### src/rtl/result_unloader.sv
// ---------------------------------------------------------------------------
// result_unloader
//
// Purpose:
//   Sits downstream of the RISCVCPU. When the CPU raises done, reads the
//   M x N2 result matrix out of data memory through a byte-wide synchronous
//   read port, reassembles big-endian 32-bit words and streams them on a
//   valid/ready interface, followed by two trailer words carrying the
//   latched clock_count and instr_cnt. Provides a synthesizable unload
//   path (e.g. towards a UART or host link).
//
// Ports:
//   CLOCK_50     in   system clock, all state on the rising edge
//   reset        in   asynchronous, active-high reset
//   done         in   CPU program-complete level; its rising edge starts
//   clock_count  in   CPU total cycle count (latched at start)
//   instr_cnt    in   CPU retired-instruction count (latched at start)
//   mem_rd_en    out  byte read strobe to data memory
//   mem_addr     out  byte address to data memory
//   mem_rdata    in   read byte, valid the cycle after mem_rd_en/mem_addr
//   out_data     out  streamed word
//   out_valid    out  out_data valid
//   out_ready    in   consumer accepts on out_valid && out_ready at an edge
//   out_last     out  marks the final word (instr_cnt trailer)
//   busy         out  unload in progress
//   finished     out  all words accepted; sticky until reset
// ---------------------------------------------------------------------------
module result_unloader #(
   parameter int M      = 3,
   parameter int N      = 4,
   parameter int N2     = 1,
   parameter int ADDR_W = 16
) (
   input  logic              CLOCK_50,
   input  logic              reset,
   input  logic              done,
   input  logic [15:0]       clock_count,
   input  logic [15:0]       instr_cnt,
   output logic              mem_rd_en,
   output logic [ADDR_W-1:0] mem_addr,
   input  logic [7:0]        mem_rdata,
   output logic [31:0]       out_data,
   output logic              out_valid,
   input  logic              out_ready,
   output logic              out_last,
   output logic              busy,
   output logic              finished
);

   // Result matrix sits after matrix1 (M x N) and matrix2 (N x N2) words.
   localparam int BASE_I = M * N * 4 + N * N2 * 4;
   localparam int NWORDS = M * N2;
   localparam int W_W    = (NWORDS > 1) ? $clog2(NWORDS) : 1;

   localparam logic [ADDR_W-1:0] BASE      = ADDR_W'(BASE_I);
   localparam logic [W_W-1:0]    LAST_WORD = W_W'(NWORDS - 1);

   typedef enum logic [2:0] {
      IDLE,
      FETCH,
      HOLD,
      TRAIL_CC,
      TRAIL_IC,
      DONE
   } state_t;

   state_t          state;
   state_t          state_n;
   logic            done_d;
   logic [W_W-1:0]  w;
   // cnt 0..3 issue byte reads k=0..3; cnt 1..4 capture the previous read.
   logic [2:0]      cnt;
   logic [31:0]     word;
   logic [15:0]     cc_lat;
   logic [15:0]     ic_lat;
   logic            start;
   logic            last_word;
   logic [ADDR_W-1:0] word_off;

   assign start     = done & ~done_d;
   assign last_word = (w == LAST_WORD);
   assign word_off  = ADDR_W'({w, 2'b00});

   // State register.
   // NOTE: clocked state is assigned with <= so every register samples the
   // pre-edge values of the others, independent of statement order.
   always_ff @(posedge CLOCK_50 or posedge reset) begin
      if (reset) begin
         state <= IDLE;
      end else begin
         state <= state_n;
      end
   end

   // Next state and outputs.
   // NOTE: every signal driven here gets a default first, so no path through
   // the case statement can leave one unassigned and infer a latch.
   always_comb begin
      state_n   = state;
      mem_rd_en = 1'b0;
      mem_addr  = '0;
      out_data  = '0;
      out_valid = 1'b0;
      out_last  = 1'b0;
      busy      = 1'b0;
      finished  = 1'b0;

      case (state)
         IDLE: begin
            if (start) begin
               state_n = FETCH;
            end
         end

         FETCH: begin
            busy = 1'b1;
            if (cnt != 3'd4) begin
               mem_rd_en = 1'b1;
               mem_addr  = BASE + word_off + ADDR_W'(cnt);
            end else begin
               // Last byte lands this edge; the word is complete.
               state_n = HOLD;
            end
         end

         HOLD: begin
            busy      = 1'b1;
            out_valid = 1'b1;
            out_data  = word;
            if (out_ready) begin
               state_n = last_word ? TRAIL_CC : FETCH;
            end
         end

         TRAIL_CC: begin
            busy      = 1'b1;
            out_valid = 1'b1;
            out_data  = {16'h0000, cc_lat};
            if (out_ready) begin
               state_n = TRAIL_IC;
            end
         end

         TRAIL_IC: begin
            busy      = 1'b1;
            out_valid = 1'b1;
            out_last  = 1'b1;
            out_data  = {16'h0000, ic_lat};
            if (out_ready) begin
               state_n = DONE;
            end
         end

         DONE: begin
            // Sticky until reset; later done edges are ignored.
            finished = 1'b1;
         end

         default: begin
            state_n = IDLE;
         end
      endcase
   end

   // Datapath: done edge detector, word index, byte counter, assembly and
   // counter latches.
   always_ff @(posedge CLOCK_50 or posedge reset) begin
      if (reset) begin
         done_d <= 1'b0;
         w      <= '0;
         cnt    <= '0;
         word   <= '0;
         cc_lat <= '0;
         ic_lat <= '0;
      end else begin
         done_d <= done;
         case (state)
            IDLE: begin
               if (start) begin
                  w      <= '0;
                  cnt    <= '0;
                  cc_lat <= clock_count;
                  ic_lat <= instr_cnt;
               end
            end

            FETCH: begin
               cnt <= (cnt == 3'd4) ? 3'd0 : cnt + 3'd1;
               // Shift left so byte k=0 ends up in [31:24] (big-endian).
               if (cnt != 3'd0) begin
                  word <= {word[23:0], mem_rdata};
               end
            end

            HOLD: begin
               if (out_ready && !last_word) begin
                  w   <= w + W_W'(1);
                  cnt <= '0;
               end
            end

            default: begin
            end
         endcase
      end
   end

endmodule

### config.mk
export PLATFORM = sky130hd
export DESIGN_NAME = result_unloader
export DESIGN_NICKNAME = d
export VERILOG_FILES = /design/src/rtl/result_unloader.sv
export SDC_FILE = /design/constraint.sdc
export NUM_CORES = 1
export LEC_CHECK = 0
export ABC_AREA = 1
export CAP_MARGIN = 20
export CORE_MARGIN = 3
export CORE_UTILIZATION = 49
export CTS_CLUSTER_DIAMETER = 100
export DETAILED_ROUTE_END_ITERATION = 10
export PLACE_DENSITY = 0.88
export SLEW_MARGIN = 20
export SYNTH_ARGS = -nofsm -noshare
export SYNTH_HDL_FRONTEND = slang
export SYNTH_SLANG_ARGS = --single-unit
### constraint.sdc
create_clock -name CLOCK_50 -period 3 [get_ports CLOCK_50]
set_clock_uncertainty 0.2 [all_clocks]
set_input_delay 0.75 -clock CLOCK_50 [delete_from_list [all_inputs] [get_ports CLOCK_50]]
set_output_delay 0.75 -clock CLOCK_50 [all_outputs]
set_load 0.03 [all_outputs]
Word-level counts from Yosys, hierarchy flattened

Cells that the tools add are included.

Flip-flop bits (word level): 73
Bits in latches: 0
Bits in writable memories: 0
ROM bits: 0
Bits of input ports: 44
Output and inout port bits: 53
Logic and storage cells: 64
Memories: 0

Add/subtract/negate cells: 4
Multipliers: 0
Divide/modulo/power cells: 0
$lt $le $gt $ge: 0
Eq/ne operators: 14
Shift-type cells: 0
Multiplexer cells: 23
Bitwise operators: 3
Reductions and logical operators: 13

Operators by type and width:

| cell                                                            | count |
|---|---|
| 32-bit case mux with 3 select lines                             | 1 |
| 3-bit two-way mux                                               | 8 |
| 9-bit two-way mux                                               | 2 |
| 3-bit case mux with 6 select lines                              | 1 |
| 2-bit inequality test, second input constant                    | 6 |
| 8-bit by 3-bit adder with 9-bit output                          | 1 |
| 3-bit == test, second input constant                            | 3 |
| 3-bit case mux with 3 select lines                              | 1 |
| 7-bit by 4-bit adder with 8-bit output, first input constant    | 1 |
| 3-bit by 2-bit == test with 1-bit output, second input constant | 2 |
| 1-bit two-way mux                                               | 6 |
| 2-bit two-way mux                                               | 3 |
| 3-bit AND reduction                                             | 2 |
| 6-bit AND reduction                                             | 1 |
| 3-bit nonzero test                                              | 2 |
| 2-bit case mux with 2 select lines                              | 1 |
| 2-bit AND reduction                                             | 2 |
| 4-bit OR reduction                                              | 1 |
| 3-bit by 1-bit adder with 3-bit output, second input constant   | 1 |
| 3-bit by 1-bit == test with 1-bit output, second input constant | 1 |
| 3-bit logical NOT                                               | 1 |
| 3-bit inequality test, second input constant                    | 1 |
| 3-bit OR reduction                                              | 1 |
| 2-bit by 1-bit adder with 2-bit output, second input constant   | 1 |
| other kinds (6)                                                 | 7 |

Longest topological paths before layout

Gate-level depths: netlist (run 1).

Word-level depth: 5
Depth in mapped cells: 9
Mapped depth without buffers: 9

Worst setup path after synthesis (run 1)

No wires, ideal clock.

Kind: reg-to-output
Start: register state[0]
End: output port out_data[0]
Arrival: 1.455 ns
Data required time: 2.050 ns
Path slack: 0.595 ns
Stages on the path, launching flop included: 6
Buffers on the path: 2
Path through: dfrtp_1 buf_6 nor2_8 nand2_1 buf_2 o221ai_1

Cells in the longest elaborated chain, start to end: 2
Elaborated cells on any way between the ends: 4
Classes of those cells: 3 x eq/ne; 1 x mux

RTL lines:

| what                                                                      | line | source |
|---|---|---|
| start, declared                                                           | 67   | `state_t state;` |
| start signal, assigned                                                    | 91   | `state <= state_n;` |
| 3-bit == test or 3-bit by 2-bit == test with 1-bit output (tied branches) | 108  | `case (state)` |
| 32-bit case mux with 3 select lines *                                     | 108  |  |
| end, declared                                                             | 42   | `output logic [31:0] out_data,` |

Mark *: on every way between the ends. The rest lies on a longest branch, timed or not.

Final worst setup path (run 1)

Start: register state[2]
End: output port out_data[26]

The elaborated chain is that of the path after synthesis.

==> run_results.csv, run 1 <==
group,metric,value,unit
status,status,"finished clean",
floorplan,dieArea,8768,µm²
timing,rsz0062_at_grt,"false",
synth,ys_seq_area_share,48.54,%
timing,maxSlewHeadroom,39.91,%
synth,avgSynthCellArea,8.573,µm²
critical_path,slowest_stage,"clkdlybuf4s50_1",
timing,fmax,342.7,MHz
cells_and_area,drive_gt1_share,19.20,%
synth,yosys-top-cells-area,"dfrtp_1 49%, nand2_1 9.4%, inv_1 7.8%",
power,p_leak,0.002530,µW
power,power,4901,µW
cts,cts-buffers-inserted,9,
cts,clockBufferDepth,2,
timing,setup_viol,0,
synth,yosysWarnings,0,
critical_path,arrival,1.97,ns
power,powerDensity,1026,nW/µm²
synth,synth-simple-area-share,19.25,%
global_route,grt_max_degree,65,
synth,yosysTopAreaCell,"dfrtp_1",
critical_path,path_class,"reg2out",
cts,hold_buffers,0,
global_route,grt_pass1_vias,2748,
cts,htreeDepth,3,
routing,first_iter_violations,127,
cells_and_area,post-route-util,64.82,%
routing,drc,0,
power,vdd_drop_max,0.0005263,V
routing,wl,8242,µm
global_route,gr-max-usage-layer,"met2",
routing,via_per_inst,4.827,
critical_path,max_stage_delay,0.67,ns
synth,synthArstFlopShare,100.0,%
cells_and_area,syn_to_final_growth,26.93,%
global_route,use_met3,3.298,%
timing,fin_tns_setup,0,ns
timing,worst_slew_pin_slew,0.8980,ns
critical_path,startpoint_type,"flip-flop",
timing,hold_violations,0,
hold_path,min_path_type,"reg2reg",
place,dp_hpwl,6081,µm
cells_and_area,antennaDiodeCount,0,
routing,via_count,3017,
synth,netlist_instances,439,
synth,synth-compound-area-share,15.49,%
global_route,grt_pass1_wl,13260,µm
floorplan,initial_utilization,51.07,%
cts,clk_latency,0.35,ns
critical_path,cp.required,2.05,ns
synth,synthXorXnorAreaFrac,0.2327,%
synth,synthMuxAreaShare,0,%
global_route,use_met2,31.03,%
global_route,grtUsageTotal,19.55,%
floorplan,core,7370,µm²
synth,synth_top_family_by_area,"simple AND/OR/NAND/NOR gates",
synth,synthAdderAreaFrac,1.662,%
timing,min_period,2.918,ns
floorplan,num_rows,31,
routing,wl_per_cell,13.19,µm
cts,cts_root_buf,"clkbuf_8",
cells_and_area,final_net_count,570,
synth,synth_edf_count,0,
power,switchingPower,2182,µW
cells_and_area,instances_no_fill,625,
floorplan,die_y,93.64,µm
routing,drtPass1Iterations,4,
timing,hold_slack,0.2837,ns
place,place_inst,607,
floorplan,die_w,93.64,µm
place,io_buffers,86,
synth,ys.flop_type,"dfrtp_1",
power,seqPwrFrac,34.7,%
place,gp_congestion,0.8151,
floorplan,ioPinCount,97,
timing,fin_crit_sh,97.27,%
cts,cts_sinks,73,
cts,cts_tree,"yes",
critical_path,cp_cell_sequence,"nor2_4, nand2_4, nor2_1, clkdlybuf4s50_1",
global_route,antenna_found_initial,0,
critical_path,end_kind,"primary output",
global_route,grt_overflow_total,0,
flow_run,maxCapViolCount,0,
global_route,gr-usage-met1,26.86,%
power,p_clk_share,16.2,%
power,internal_power,2719,µW
synth,syn_area,3764,µm²
cts,path_clk_slew,0.08,ns
routing,antenna_left,0,
timing,slew_violations,0,
synth,synth_cell_types,29,
synth,ys_ff_latch,73,
synth,netlist.area_leader.share,48.54,%
critical_path,cp_max_fo,16,
power,swShare,44.52,%
power,pwr-share-comb,49.1,%
## final cells by class
type,count,area (µm²)
Clock inverter,4,51.30
Sequential cell,73,1831
Tap cell,99,123.9
Timing Repair Buffer,93,882.1
Inverter,82,312.8
Fill cell,627,2592
Clock buffer,12,155.1
Multi-Input combinational cell,262,1421
## synthesized netlist by cell type, types with 9 or more instances
master,instances
o21ai_1,15
buf_2,10
a21oi_2,9
nand2_1,94
nand3_1,9
nor2_1,40
o21ai_2,17
o221ai_1,13
a21oi_1,15
inv_1,78
buf_4,12
o21ai_0,12
buf_6,9
dfrtp_1,73
## state kept, by name, summed over array words and instances, names as in the netlist
signal and cells:
cc_lat 16, cnt 3, done_d 1, ic_lat 16, state 3, w 2, word 32
## critical path: cells and delay by family, from the launching register on
family / cells / cell delay [ns]
buffers and inverters: 1 / 0.67
DFF: 1 / 0.52
and+or+nand+nor: 3 / 0.44
## metal layers
layer	part of all wire, %	vias to the layer above	wire length (µm)
li1	-	1511	-
met1	45	1383	3694
met2	47	113	3902
met3	6.4	10	528
met4	1.4	0	116
met5	0	-	0
## metrics by stage
| step | setup slack [ns] | cell area (µm²) |
|---|---|---|
| 2_1_floorplan | 0.1967 | 3797 |
| 3_3_place_gp | 0.2866 | 4548 |
| 3_5_place_dp | 0.1979 | 4548 |
| 4_1_cts | 0.03666 | 4752 |
| 5_1_grt | 0.002254 | 4777 |
| 6_report | 0.08204 | 4777 |
## worst paths after layout
check	cells after the start	to	slack (ns)	from
worst max-delay path	4	out_data[26]	0.08	state[2]
worst min-delay path	2	word[17]	0.28	word[17]
worst max register to register	7	word[4]	0.75	cnt[0]
worst min register to register	2	word[17]	0.28	word[17]
max in group asynchronous	3	cc_lat[4]	1.42	reset
min in group asynchronous	2	word[27]	0.57	reset
## power groups by stage
stage	clock network [µW]	registers, µW	logic (µW)
floorplan	0	1590	1900
global placement	0	1690	2340
detailed placement	0	1710	2410
CTS	808	1700	2400
global route	855	1760	2660
finish	796	1700	2400
## logic make-up (layout without fill, tap and decap cells)
logic type               Yosys count  count (layout)
other                              1              10
buffers and inverters            113             191
AND/OR/NAND/NOR                  162             162
flip-flops                        73              73
adder cells (fa/ha/maj)            5               5
XOR/XNOR                           1               1
AO/OA/AOI/OAI                     84              84
## layout by cell type, fill, tap and decap left out, drive strengths merged
master	Yosys	final
nand2	99	99
inv	82	82
dfrtp	73	73
nor2	50	50
clkdlybuf4s50	0	46
o21ai	45	45
buf	31	34
a21oi	24	24
o221ai	13	13
clkbuf	0	12
conb	1	10
nand3	10	10
dlygate4sd2	0	9
ha	5	5
dlymetal6s2s	0	4
nand4	3	3
o211ai	2	2
clkinv	0	2
xor2	1	1
bufinv	0	1
clkinvlp	0	1
## repair_timing
item,in CTS,in global routing
gates resized for setup,13,4
setup buffers,0,2
pin swaps,0,0
hold endpoints to repair,0,0
setup endpoints to repair,30,9
(Power assumes the default switching activity.)
==> run 2, diff against run 1 <==
- ABC_AREA: 1 -> unset
- CORE_ASPECT_RATIO: unset -> 1.75
- SETUP_SLACK_MARGIN: unset -> 0.3
==> run 2 against run 1 <==
  * Register-to-register slack worse by 0.05 ns
  * Maximum frequency is 8.4% higher
  * Critical endpoint is now out_data[19]
  * Critical path depth stayed put
  * Critical path type unchanged
  * Global-route usage is 0.23 points higher
  * Largest power group unchanged
  * Clock-buffer cell count is 2 lower
  * First-iteration DRC count is 35% higher
  * Sequential share of layout area is 2.6 points lower
  * Flip-flop and latch count stayed put
  * Largest cell class unchanged
  * Cell count is 25% lower
  * Sequential power is 9% higher
==> run_results.csv, run 2 <==
group,metric,value,unit
routing,wl,8710,µm
cts,path_clk_slew,0.06,ns
critical_path,r2r-start,"state[0]",
timing,min_period,2.692,ns
critical_path,startpoint_type,"flip-flop",
synth,yosysTopAreaCell,"dfrtp_1",
critical_path,cp_cell_sequence,"nor2b_4, buf_2, and3_1, clkdlybuf4s15_1",
place,place_inst,436,
critical_path,slowest_stage,"dfrtp_1",
routing,via_per_inst,5.407,
floorplan,ioPinCount,97,
cells_and_area,finalInstanceArea,5117,µm²
timing,fmax,371.4,MHz
global_route,grt_overflow_total,0,
power,p_clk_share,17.1,%
critical_path,cp_max_fo,9,
floorplan,die_w,71.59,µm
cells_and_area,syn_to_final_growth,38.74,%
power,swShare,36.71,%
critical_path,cp.required,2.05,ns
critical_path,max_stage_delay,0.42,ns
flow_run,maxCapViolCount,0,
timing,rsz0062_at_grt,"true",
cells_and_area,layout_commonest_cell,"dfrtp_1",
cells_and_area,largest_reg_flops,32,
floorplan,die_y,120.8,µm
power,internal_power,3486,µW
power,switchingPower,2022,µW
global_route,grt_pass1_vias,2583,
synth,netlist_instances,276,
cts,cts_sinks,73,
hold_path,hold_depth,1,
place,dp_hpwl,5535,µm
cells_and_area,regMostFlops,"word",
synth,yosys-top-cells-area,"dfrtp_1 50%, mux2_4 14%, mux2_2 9.2%",
hold_path,min_path_type,"reg2reg",
cells_and_area,antennaDiodeCount,0,
global_route,grt_pass1_wl,12920,µm
synth,synth_common_cells,"73 x dfrtp_1, 34 x mux2_4, 30 x mux2_2, 22 x and3_1, 17 x a22oi_1",
timing,setup_viol,0,
cts,cts_tree,"yes",
critical_path,r2r-end,"word[14]",
timing,maxSlewHeadroom,61.46,%
floorplan,num_rows,41,
timing,fin_tns_setup,0,ns
cts,htreeDepth,3,
critical_path,reg2regPathDepth,7,
critical_path,arrival,1.74,ns
cells_and_area,drive_gt1_share,41.78,%
cts,cts-buffers-inserted,9,
hold_path,whs_endpoint,"cc_lat[9]",
synth,synth_cell_types,39,
synth,avgSynthCellArea,13.36,µm²
routing,drc,0,
floorplan,core,7284,µm²
cells_and_area,top_regs,"word (32), cc_lat (16), ic_lat (16)",
timing,fin_crit_sh,89.75,%
place,gp_congestion,0.8384,
timing,layout_setup_ws,0.3076,ns
status,status,"finished clean",
cells_and_area,most-common-layout-cells,"71 x dfrtp_1, 43 x clkdlybuf4s50_1, 34 x mux2_4",
cts,clockBufferDepth,2,
cells_and_area,final_net_count,427,
routing,drtPass1Iterations,4,
cells_and_area,instances_no_fill,469,
place,dpl_cell_area,4546,µm²
routing,via_count,2536,
routing,first_iter_violations,171,
critical_path,path_class,"reg2out",
routing,antenna_left,0,
hold_path,hp-start,"cc_lat[9]",
routing,wl_per_cell,18.57,µm
critical_path,end_kind,"primary output",
floorplan,initial_utilization,50.64,%
timing,slew_violations,0,
place,preCtsSetupSlack,0.3455,ns
power,pwr-share-comb,49.2,%
synth,yosysWarnings,0,
power,vdd_drop_max,0.0006033,V
synth,synth_edf_count,0,
floorplan,dieArea,8646,µm²
global_route,grt_max_degree,74,
synth,netlist.area_leader.share,49.53,%
power,powerDensity,1076,nW/µm²
synth,yosysMostFrequentCell,"dfrtp_1",
critical_path,rrSetupSlack,0.70,ns
cts,clk_latency,0.33,ns
cts,cts_root_buf,"clkbuf_16",
synth,syn_area,3689,µm²
global_route,antenna_found_initial,0,
global_route,grtUsageTotal,19.78,%
timing,worst_slew_pin_slew,0.5781,ns
synth,ys.flop_type,"dfrtp_1",
timing,hold_violations,0,
synth,synthArstFlopShare,100.0,%
place,io_buffers,86,
synth,ys_ff_latch,73,
synth,ys_seq_area_share,49.53,%
power,seqPwrFrac,33.7,%
power,p_leak,0.002402,µW
==> run 2: changes by cell type after synthesis, sizes merged, moves of 23 or more <==
cell	before	now
inv	82	8
a21oi	24	1
o21ai	45	6
nor2	50	5
nand2	99	1
mux2	0	65
==> run 2: how the worst max path moves through the flow <==
| stage | start | end | slack (ns) |
|---|---|---|---|
| after floorplan | state[2] | out_data[11] | 0.44 |
| after global placement | state[2] | out_data[27] | 0.39 |
| after detailed placement | state[2] | out_data[23] | 0.35 |
| after CTS | state[1] | out_data[6] | 0.29 |
| after global routing | state[1] | out_data[21] | 0.24 |
| final | state[1] | out_data[19] | 0.31 |
==> run 2: critical path: cells and delay by family (launching register included) <==
family	cells	cell delay, ns
buf+inv	2	0.59
flops	1	0.42
simple gates	2	0.39
==> run 2: metrics by stage <==
step                util (%)  total power [µW]  hold slack (ns)
floorplan                  -              3531           0.2585
global placement       62.40              4119           0.2699
detailed placement     62.40              4214           0.2861
CTS                    67.24              5285           0.3081
global route           70.25              5804           0.3147
finish                 70.25              5508           0.3039
==> run 2: area by class of cell <==
cell class                      instances  area, µm²
Clock buffer                           10      229.0
Clock inverter                          6      35.03
Fill cell                             508       2167
Inverter                                8      37.54
Multi-Input combinational cell        173       1752
Sequential cell                        73       1829
Tap cell                               86      107.6
Timing Repair Buffer                  113       1127
==> run 2: cells by family (layout without fill, tap and decap cells) <==
logic type / Yosys count / count (layout) / share of synthesized area [%]
flip-flops: 73 / 73 / 49.53
multiplexers: 65 / 65 / 23.30
AO/OA/AOI/OAI: 49 / 49 / 10.45
AND/OR/NAND/NOR: 43 / 43 / 7.802
buffers and inverters: 39 / 137 / 6.886
adder cells (fa/ha/maj): 5 / 5 / 1.696
other: 1 / 10 / 0.1017
XOR/XNOR: 1 / 1 / 0.2375
==> run 2: what timing repair did <==
| action | in CTS | in global routing |
|---|---|---|
| resized for setup | 36 | 33 |
| cloned | 1 | 5 |
| hold buffers | 0 | 0 |
| pin swaps | 2 | 16 |
| setup endpoints to repair | 42 | 21 |
| setup buffers | 6 | 5 |
==> run 2: metal layers <==
layer | vias to the layer above | global-route usage [%] | routed length, µm | part of all wire (%)
met5 | - | 0 | 0 | 0
met4 | 0 | 9.529 | 208 | 2.4
met3 | 13 | 3.161 | 274 | 3.1
met2 | 74 | 35.71 | 5037 | 58
met1 | 1255 | 22.00 | 3190 | 37
li1 | 1194 | - | - | -
==> run 2: power by group through the flow <==
stage                     Combinational [µW]  Sequential [µW]  Clock (µW)
after floorplan                         1840             1690           0
after global placement                  2320             1800           0
after detailed placement                2380             1830           0
after CTS                               2500             1820         962
after global routing                    2870             1920        1010
final                                   2710             1860         940
